<file path="src/rtl/std_mem_d1_arbiter_pkg.sv">
// Shared types and helpers for the std_mem_d1 round-robin arbiter.
package std_mem_arb_pkg;

  // Arbiter control states.
  typedef enum logic [1:0] {
    IDLE  = 2'd0,
    ISSUE = 2'd1,
    WAIT  = 2'd2,
    RESP  = 2'd3
  } arb_state_e;

  // Largest requester count the picker and index widths are sized for.
  localparam int MAX_REQ = 16;

  // Width of a requester index (ptr, owner); never narrower than one bit.
  function automatic int idx_width(input int n);
    return (n < 2) ? 1 : $clog2(n);
  endfunction

endpackage

</file>
<file path="src/rtl/std_mem_d1_arbiter_if.sv">
// Requester-side and memory-side signal bundle for std_mem_d1_arbiter.
interface std_mem_d1_arbiter_if #(
  parameter int WIDTH    = 32,
  parameter int IDX_SIZE = 4,
  parameter int NUM_REQ  = 4
);
  // Requester go/done handshake, packed per requester.
  logic [NUM_REQ-1:0]          req_go;
  logic [NUM_REQ-1:0]          req_write;
  logic [NUM_REQ*IDX_SIZE-1:0] req_addr;
  logic [NUM_REQ*WIDTH-1:0]    req_write_data;
  logic [NUM_REQ-1:0]          req_done;
  logic [WIDTH-1:0]            req_read_data;

  // Single std_mem_d1 port.
  logic [IDX_SIZE-1:0]         mem_addr0;
  logic [WIDTH-1:0]            mem_write_data;
  logic                        mem_write_en;
  logic [WIDTH-1:0]            mem_read_data;
  logic                        mem_done;

  // Arbiter view.
  modport slave (
    input  req_go, req_write, req_addr, req_write_data, mem_read_data, mem_done,
    output req_done, req_read_data, mem_addr0, mem_write_data, mem_write_en
  );

  // Requesters plus memory view.
  modport master (
    output req_go, req_write, req_addr, req_write_data, mem_read_data, mem_done,
    input  req_done, req_read_data, mem_addr0, mem_write_data, mem_write_en
  );
endinterface

</file>
<file path="src/rtl/std_mem_d1_arbiter_rr_pick.sv">
// Combinational round-robin picker: first set request at or after ptr, with wrap.
module std_rr_pick
  import std_mem_arb_pkg::*;
#(
  parameter int NUM_REQ = 4,
  localparam int IW = idx_width(NUM_REQ)
) (
  input  logic [NUM_REQ-1:0] req,
  input  logic [IW-1:0]      ptr,
  output logic [NUM_REQ-1:0] grant,
  output logic [IW-1:0]      idx,
  output logic               valid
);

  // One extra bit so ptr + offset never overflows before the wrap.
  logic [IW:0] cand;

  // Scan NUM_REQ rotated positions starting at ptr; the first hit wins.
  always_comb begin
    // NOTE: every output gets a default before the loop so no latch is inferred.
    grant = '0;
    idx   = '0;
    valid = 1'b0;
    cand  = '0;
    for (int k = 0; k < NUM_REQ; k++) begin
      cand = {1'b0, ptr} + (IW+1)'(k);
      if (cand >= (IW+1)'(NUM_REQ)) cand = cand - (IW+1)'(NUM_REQ);
      if (!valid && req[cand[IW-1:0]]) begin
        valid                 = 1'b1;
        idx                   = cand[IW-1:0];
        grant[cand[IW-1:0]]   = 1'b1;
      end
    end
  end

endmodule

</file>
<file path="src/rtl/std_mem_d1_arbiter.sv">
// Round-robin arbiter sharing one std_mem_d1 port among NUM_REQ go/done requesters.
module std_mem_d1_arbiter
  import std_mem_arb_pkg::*;
#(
  parameter int WIDTH    = 32,
  parameter int IDX_SIZE = 4,
  parameter int NUM_REQ  = 4
) (
  input logic                 clk,
  input logic                 reset,
  std_mem_d1_arbiter_if.slave bus
);

  localparam int IW = idx_width(NUM_REQ);

  arb_state_e          state;
  logic [IW-1:0]       ptr;
  logic [IW-1:0]       owner;
  logic                lat_write;

  logic [NUM_REQ-1:0]  pick_grant;
  logic [IW-1:0]       pick_idx;
  logic                pick_valid;
  logic [IW-1:0]       ptr_next;
  logic [NUM_REQ-1:0]  owner_onehot;

  logic                win_write;
  logic [IDX_SIZE-1:0] win_addr;
  logic [WIDTH-1:0]    win_wdata;

  std_rr_pick #(.NUM_REQ(NUM_REQ)) u_pick (
    .req   (bus.req_go),
    .ptr   (ptr),
    .grant (pick_grant),
    .idx   (pick_idx),
    .valid (pick_valid)
  );

  // Pointer moves just past the winner; explicit wrap keeps non-power-of-two counts legal.
  assign ptr_next     = (pick_idx == IW'(NUM_REQ - 1)) ? '0 : pick_idx + 1'b1;
  assign owner_onehot = {{(NUM_REQ-1){1'b0}}, 1'b1} << owner;

  // Select the winner's slice of the packed request buses using the one-hot grant.
  always_comb begin
    win_write = 1'b0;
    win_addr  = '0;
    win_wdata = '0;
    for (int i = 0; i < NUM_REQ; i++) begin
      if (pick_grant[i]) begin
        win_write = bus.req_write[i];
        win_addr  = bus.req_addr[i*IDX_SIZE +: IDX_SIZE];
        win_wdata = bus.req_write_data[i*WIDTH +: WIDTH];
      end
    end
  end

  // Arbiter FSM: grant in IDLE, drive the port in ISSUE, wait for write done, pulse done in RESP.
  always_ff @(posedge clk) begin
    // NOTE: sequential state uses non-blocking assignments so every register sees pre-edge values.
    if (reset) begin
      state              <= IDLE;
      ptr                <= '0;
      owner              <= '0;
      lat_write          <= 1'b0;
      bus.req_done       <= '0;
      bus.req_read_data  <= '0;
      bus.mem_addr0      <= '0;
      bus.mem_write_data <= '0;
      bus.mem_write_en   <= 1'b0;
    end else begin
      // Done and write enable are single-cycle pulses.
      bus.req_done     <= '0;
      bus.mem_write_en <= 1'b0;
      case (state)
        IDLE: begin
          if (pick_valid) begin
            owner              <= pick_idx;
            lat_write          <= win_write;
            bus.mem_addr0      <= win_addr;
            bus.mem_write_data <= win_wdata;
            bus.mem_write_en   <= win_write;
            ptr                <= ptr_next;
            state              <= ISSUE;
          end
        end
        ISSUE: begin
          if (lat_write) begin
            state <= WAIT;
          end else begin
            bus.req_read_data <= bus.mem_read_data;
            bus.req_done      <= owner_onehot;
            state             <= RESP;
          end
        end
        WAIT: begin
          if (bus.mem_done) begin
            bus.req_done <= owner_onehot;
            state        <= RESP;
          end
        end
        RESP: begin
          state <= IDLE;
        end
        default: begin
          state <= IDLE;
        end
      endcase
    end
  end

endmodule
</file>
<file path="src/flat_wrapper.sv">
// flat-port wrapper written by rule: the top's interface ports become plain ports
module std_mem_d1_arbiter_flat import std_mem_arb_pkg::*;
#(
  parameter int WIDTH    = 32,
  parameter int IDX_SIZE = 4,
  parameter int NUM_REQ  = 4
)
  (clk, reset, bus_req_go, bus_req_write, bus_req_addr, bus_req_write_data, bus_mem_read_data, bus_mem_done, bus_req_done, bus_req_read_data, bus_mem_addr0, bus_mem_write_data, bus_mem_write_en);
  std_mem_d1_arbiter_if #(.WIDTH(WIDTH), .IDX_SIZE(IDX_SIZE), .NUM_REQ(NUM_REQ)) bus_i ();
  input logic clk;
  input logic reset;
  input wire logic [$bits(bus_i.req_go)-1:0] bus_req_go;
  input wire logic [$bits(bus_i.req_write)-1:0] bus_req_write;
  input wire logic [$bits(bus_i.req_addr)-1:0] bus_req_addr;
  input wire logic [$bits(bus_i.req_write_data)-1:0] bus_req_write_data;
  input wire logic [$bits(bus_i.mem_read_data)-1:0] bus_mem_read_data;
  input wire logic [$bits(bus_i.mem_done)-1:0] bus_mem_done;
  output wire logic [$bits(bus_i.req_done)-1:0] bus_req_done;
  output wire logic [$bits(bus_i.req_read_data)-1:0] bus_req_read_data;
  output wire logic [$bits(bus_i.mem_addr0)-1:0] bus_mem_addr0;
  output wire logic [$bits(bus_i.mem_write_data)-1:0] bus_mem_write_data;
  output wire logic [$bits(bus_i.mem_write_en)-1:0] bus_mem_write_en;
  assign bus_i.req_go = bus_req_go;
  assign bus_i.req_write = bus_req_write;
  assign bus_i.req_addr = bus_req_addr;
  assign bus_i.req_write_data = bus_req_write_data;
  assign bus_i.mem_read_data = bus_mem_read_data;
  assign bus_i.mem_done = bus_mem_done;
  assign bus_req_done = bus_i.req_done;
  assign bus_req_read_data = bus_i.req_read_data;
  assign bus_mem_addr0 = bus_i.mem_addr0;
  assign bus_mem_write_data = bus_i.mem_write_data;
  assign bus_mem_write_en = bus_i.mem_write_en;
  std_mem_d1_arbiter #(.WIDTH(WIDTH), .IDX_SIZE(IDX_SIZE), .NUM_REQ(NUM_REQ)) u_core (.clk(clk), .reset(reset), .bus(bus_i));
endmodule
</file>
<file path="config.mk">
export PLATFORM = sky130hd
export DESIGN_NAME = std_mem_d1_arbiter_flat
export DESIGN_NICKNAME = d
export VERILOG_FILES = /design/src/rtl/std_mem_d1_arbiter_pkg.sv /design/src/rtl/std_mem_d1_arbiter_if.sv /design/src/rtl/std_mem_d1_arbiter_rr_pick.sv /design/src/rtl/std_mem_d1_arbiter.sv /design/src/flat_wrapper.sv
export SDC_FILE = /design/constraint.sdc
export NUM_CORES = 1
export LEC_CHECK = 0
export CORE_MARGIN = 5
export CORE_UTILIZATION = 40
export DETAILED_ROUTE_END_ITERATION = 7
export PLACE_DENSITY = 0.9
export SLEW_MARGIN = 20
export SYNTH_ARGS = -nofsm -noshare
export SYNTH_HDL_FRONTEND = slang
export SYNTH_SLANG_ARGS = --single-unit
</file>
<file path="constraint.sdc">
create_clock -name clk -period 8.05 [get_ports clk]
set_clock_uncertainty 0.15 [all_clocks]
set_input_delay 0.805 -clock clk [delete_from_list [all_inputs] [get_ports clk]]
set_output_delay 0.805 -clock clk [all_outputs]
set_load 0.03 [all_outputs]
</file>
==> results.md <==
| Quantity | Value |
| --- | --- |
| Dpl hpwl | 13370 um |
| Storage cell area | 1602 um^2 |
| Die outline height | 112.1 um |
| CTS tree | built |
| Synth Cell Area | 4172 um^2 |
| Antenna violations before repair | 0 |
| Worst skew pair latency | 350 ps |
| Accumulated negative setup slack | 0 ps |
| Final Hold Vio Count | 0 |
| Syn_nets | 650 |
| Area growth, synth to finish | 67.04% |
| Maximum clock rate | 241.1 MHz |
| Mean cell area of the mapped netlist | 9.229 um^2 |
| Via count of the first global-routing pass | 4705 |
| Biggest fanout along the worst timing path | 37 |
| Number of setup violations in the final report | 0 |
| Commonest non-fill, non-tap cell in the layout | clkdlybuf4s50_1 |
| Worst Setup End Kind | flop |
| Post-synthesis share of cell area spent on full adders, half adders and majority gates | 3.299% |
| Portion of netlist area occupied by mux cells | 3.629% |
| Commonest non-fill, non-tap cells in the layout | 259 x clkdlybuf4s50_1, 80 x dfxtp_1, 76 x nand2_1 |
| Global-route congestion overflow total | 0 |
| Total I/O pin count | 260 |
| Total Die Area | 12570 um^2 |
| Clock-pin slew on the worst setup and hold paths | 90 ps |
| Initial DRC count | 519 |
| Xor and xnor area share after synthesis | 0.2100% |
| Utilization after layout | 68.11% |
| Number of library cell types mapped by synthesis | 46 |
| Drt pass-1 iters | 5 |
| Count of flip-flops with a built-in enable after synthesis | 0 |
| Gate power share | 61.0% |
| Total internal power | 1.234 mW |
| Complex-gate fraction of the synthesized area | 35.96% |
| CTS Hold Buffers Added | 0 |
| Clock group share of total power | 13.4% |
| Ys Warns | 0 |
| Inserted Clock Buffers | 9 |
| Detail-routed via count per cell | 5.702 |
| RSZ-0062 raised after global routing | no |
| Synth Flop Type | dfxtp_1 |
| Floorplan row count | 37 |
| Clock sink count | 80 |
| Core area | 10230 um^2 |
| Smallest hold slack | 306.0 ps |
| Routed wire length | 17670 um |
| Overall die width | 112.1 um |
| Largest net degree at the start of global routing | 43 |
| Register bit total from synthesis | 80 |
| Switching power summed over all nets | 1.005 mW |
| Classification of the worst-slack hold path | flop to flop |
| Headroom to the max-slew limit | 52.04% |
| Nets | 883 |
| Number of DRC violations after detailed routing | 0 |
| Deepest level of the CTS H-tree | 3 |
| Element type at the critical path start | flop |
| Area of the multi-input gates | 2307 um^2 |
| Total of fill cells in the finished design | 813 |
| Proportion of synthesized chip area in sequential cells | 38.39% |
| Root buffer cell | clkbuf_8 |
| Final weighted congestion in routability-driven placement | 0.9731 |
| Register share of total power | 25.7% |
| Ratio of total power to cell area | 321.4 nW/um^2 |
| Number of instances in the synthesized netlist | 452 |
| Required arrival time at the worst endpoint | 8190 ps |
| Sw frac | 44.89% |
| Max VDD drop | 0.1879 mV |
| Simple-gate share of the synthesized area | 11.88% |
| Arrival time worst endpoint | 4290 ps |
| Buffers inserted by post-CTS timing repair | 0 |
| Remaining antenna violation count after routing | 0 |
| Cells resized by post-CTS repair | 0 |
| Wire length of the first global-routing pass | 26320 um |
| Main combinational cell family by area after synthesis | compound AO/OA/AOI/OAI gates |
| Status | finished clean |
| Input/output buffers | 259 |
| Final period utilization | 51.52% |
| Average detailed-routed wire length per instance | 21.40 um |
| Final Total Pwr | 2.240 mW |
| Worst-case clock buffer depth | 2 |
| Asr flop ratio synth | 0% |
| Type of the setup path with the least slack | flop to flop |
| Count of antenna diodes in the layout | 0 |
| Slack of the worst reg-to-reg path | 3900 ps |
| Time the final worst path needs with I/O delays and setup | 4148 ps |
| Reported max-cap violation count | 0 |
| Transition at the pin with the smallest max-transition slack | 718.4 ps |
| Initial core utilization | 40.77% |
| LEAKAGE | 2.551 nW |
| Pins Over Slew Limit | 0 |
| Total routing resource utilization after global routing | 26.09% |
| Detailed-route via count | 4710 |
| Layout cells sized above 1 | 5.507% |
-- power by group through the flow --
stage / registers, mW / logic [mW] / clock network, mW
2_1_floorplan: 0.729 / 0.757 / 0
3_3_place_gp: 0.575 / 1.31 / 0
3_5_place_dp: 0.584 / 1.35 / 0
4_1_cts: 0.574 / 1.36 / 0.303
5_1_grt: 0.588 / 1.45 / 0.323
6_report: 0.575 / 1.37 / 0.299
-- worst paths after layout --
check                                    from                            end  cells after the start
setup / recovery                         flop  u_core.bus.mem_write_data[17]                      9
hold / removal    u_core.bus.req_read_data[1]    u_core.bus.req_read_data[1]                      2
setup reg to reg                         flop  u_core.bus.mem_write_data[17]                      9
hold reg to reg   u_core.bus.req_read_data[1]    u_core.bus.req_read_data[1]                      2
-- registers in the layout, indices dropped and copies added, names as in the netlist, named ones only --
| signal | count |
|---|---|
| u_core.bus.mem_addr0 | 4 |
| u_core.bus.req_done | 4 |
| u_core.bus.mem_write_data | 32 |
| u_core.lat_write | 1 |
| u_core.state | 2 |
| u_core.bus.mem_write_en | 1 |
| u_core.bus.req_read_data | 32 |
| u_core.ptr | 1 |
| u_core.owner | 2 |
-- critical path: stages, from the launching register on --
cell and delay (ps):
dfxtp_1 790, inv_1 230, ha_1 520, mux2_2 380
a31o_2 250, a221oi_2 300, o2111a_1 250, buf_4 380
and3_4 570, a221o_1 230
-- kinds of logic (layout without fill, tap and decap cells) --
group | count (synthesis) | count (layout)
xor+xnor | 1 | 1
flops | 80 | 80
mux | 10 | 10
fa+ha+maj | 11 | 11
compound gates | 181 | 181
simple gates | 113 | 113
buf+inv | 56 | 294
-- per-layer routing --
layer  global-route usage, %  wire length [um]  vias to the layer above
li1                        -                 -                     2196
met1                   29.01              6517                     2252
met2                   48.19              9391                      226
met3                   6.577              1276                       36
met4                   8.814               486                        0
met5                       0                 0                        -
-- synthesized netlist by cell type (all sizes together) (2+ instances only) --
library cell	instances	area (um^2)
and2	2	12.51
mux2i	5	50.05
a32o	36	360.4
mux4	4	90.09
ha	11	137.6
nor2	15	56.30
a21oi	42	210.2
nand2b	3	18.77
nand3b	3	22.52
buf	20	141.4
clkbuf	25	93.84
a221o	36	360.4
a21boi	2	15.01
a2111oi	2	18.77
dfxtp	80	1602
o211ai	3	22.52
a22o	38	332.8
nor2b	4	25.02
a211oi	3	35.03
nand2	76	285.3
nor3	3	15.01
o21ai	7	35.03
and3	3	23.77
a221oi	2	23.77
nor3b	2	15.01
inv	11	41.29
-- through the flow --
step                cells  cell area (um^2)  setup slack [ps]
floorplan             452              4172              4470
global placement      810              6770              3954
detailed placement    810              6770              3811
CTS                   826              6965              3920
global route          826              6968              3578
finish                826              6968              3902
-- cell type report --
class	instances	share of cell area, %
timing repair buffer	267	38.07
multi-input combinational	316	33.11
sequential	80	22.98
tap	136	2.442
clock buffer	10	1.832
clock inverter	6	0.9697
inverter	11	0.5926
Power figures use the tool's default switching activity.
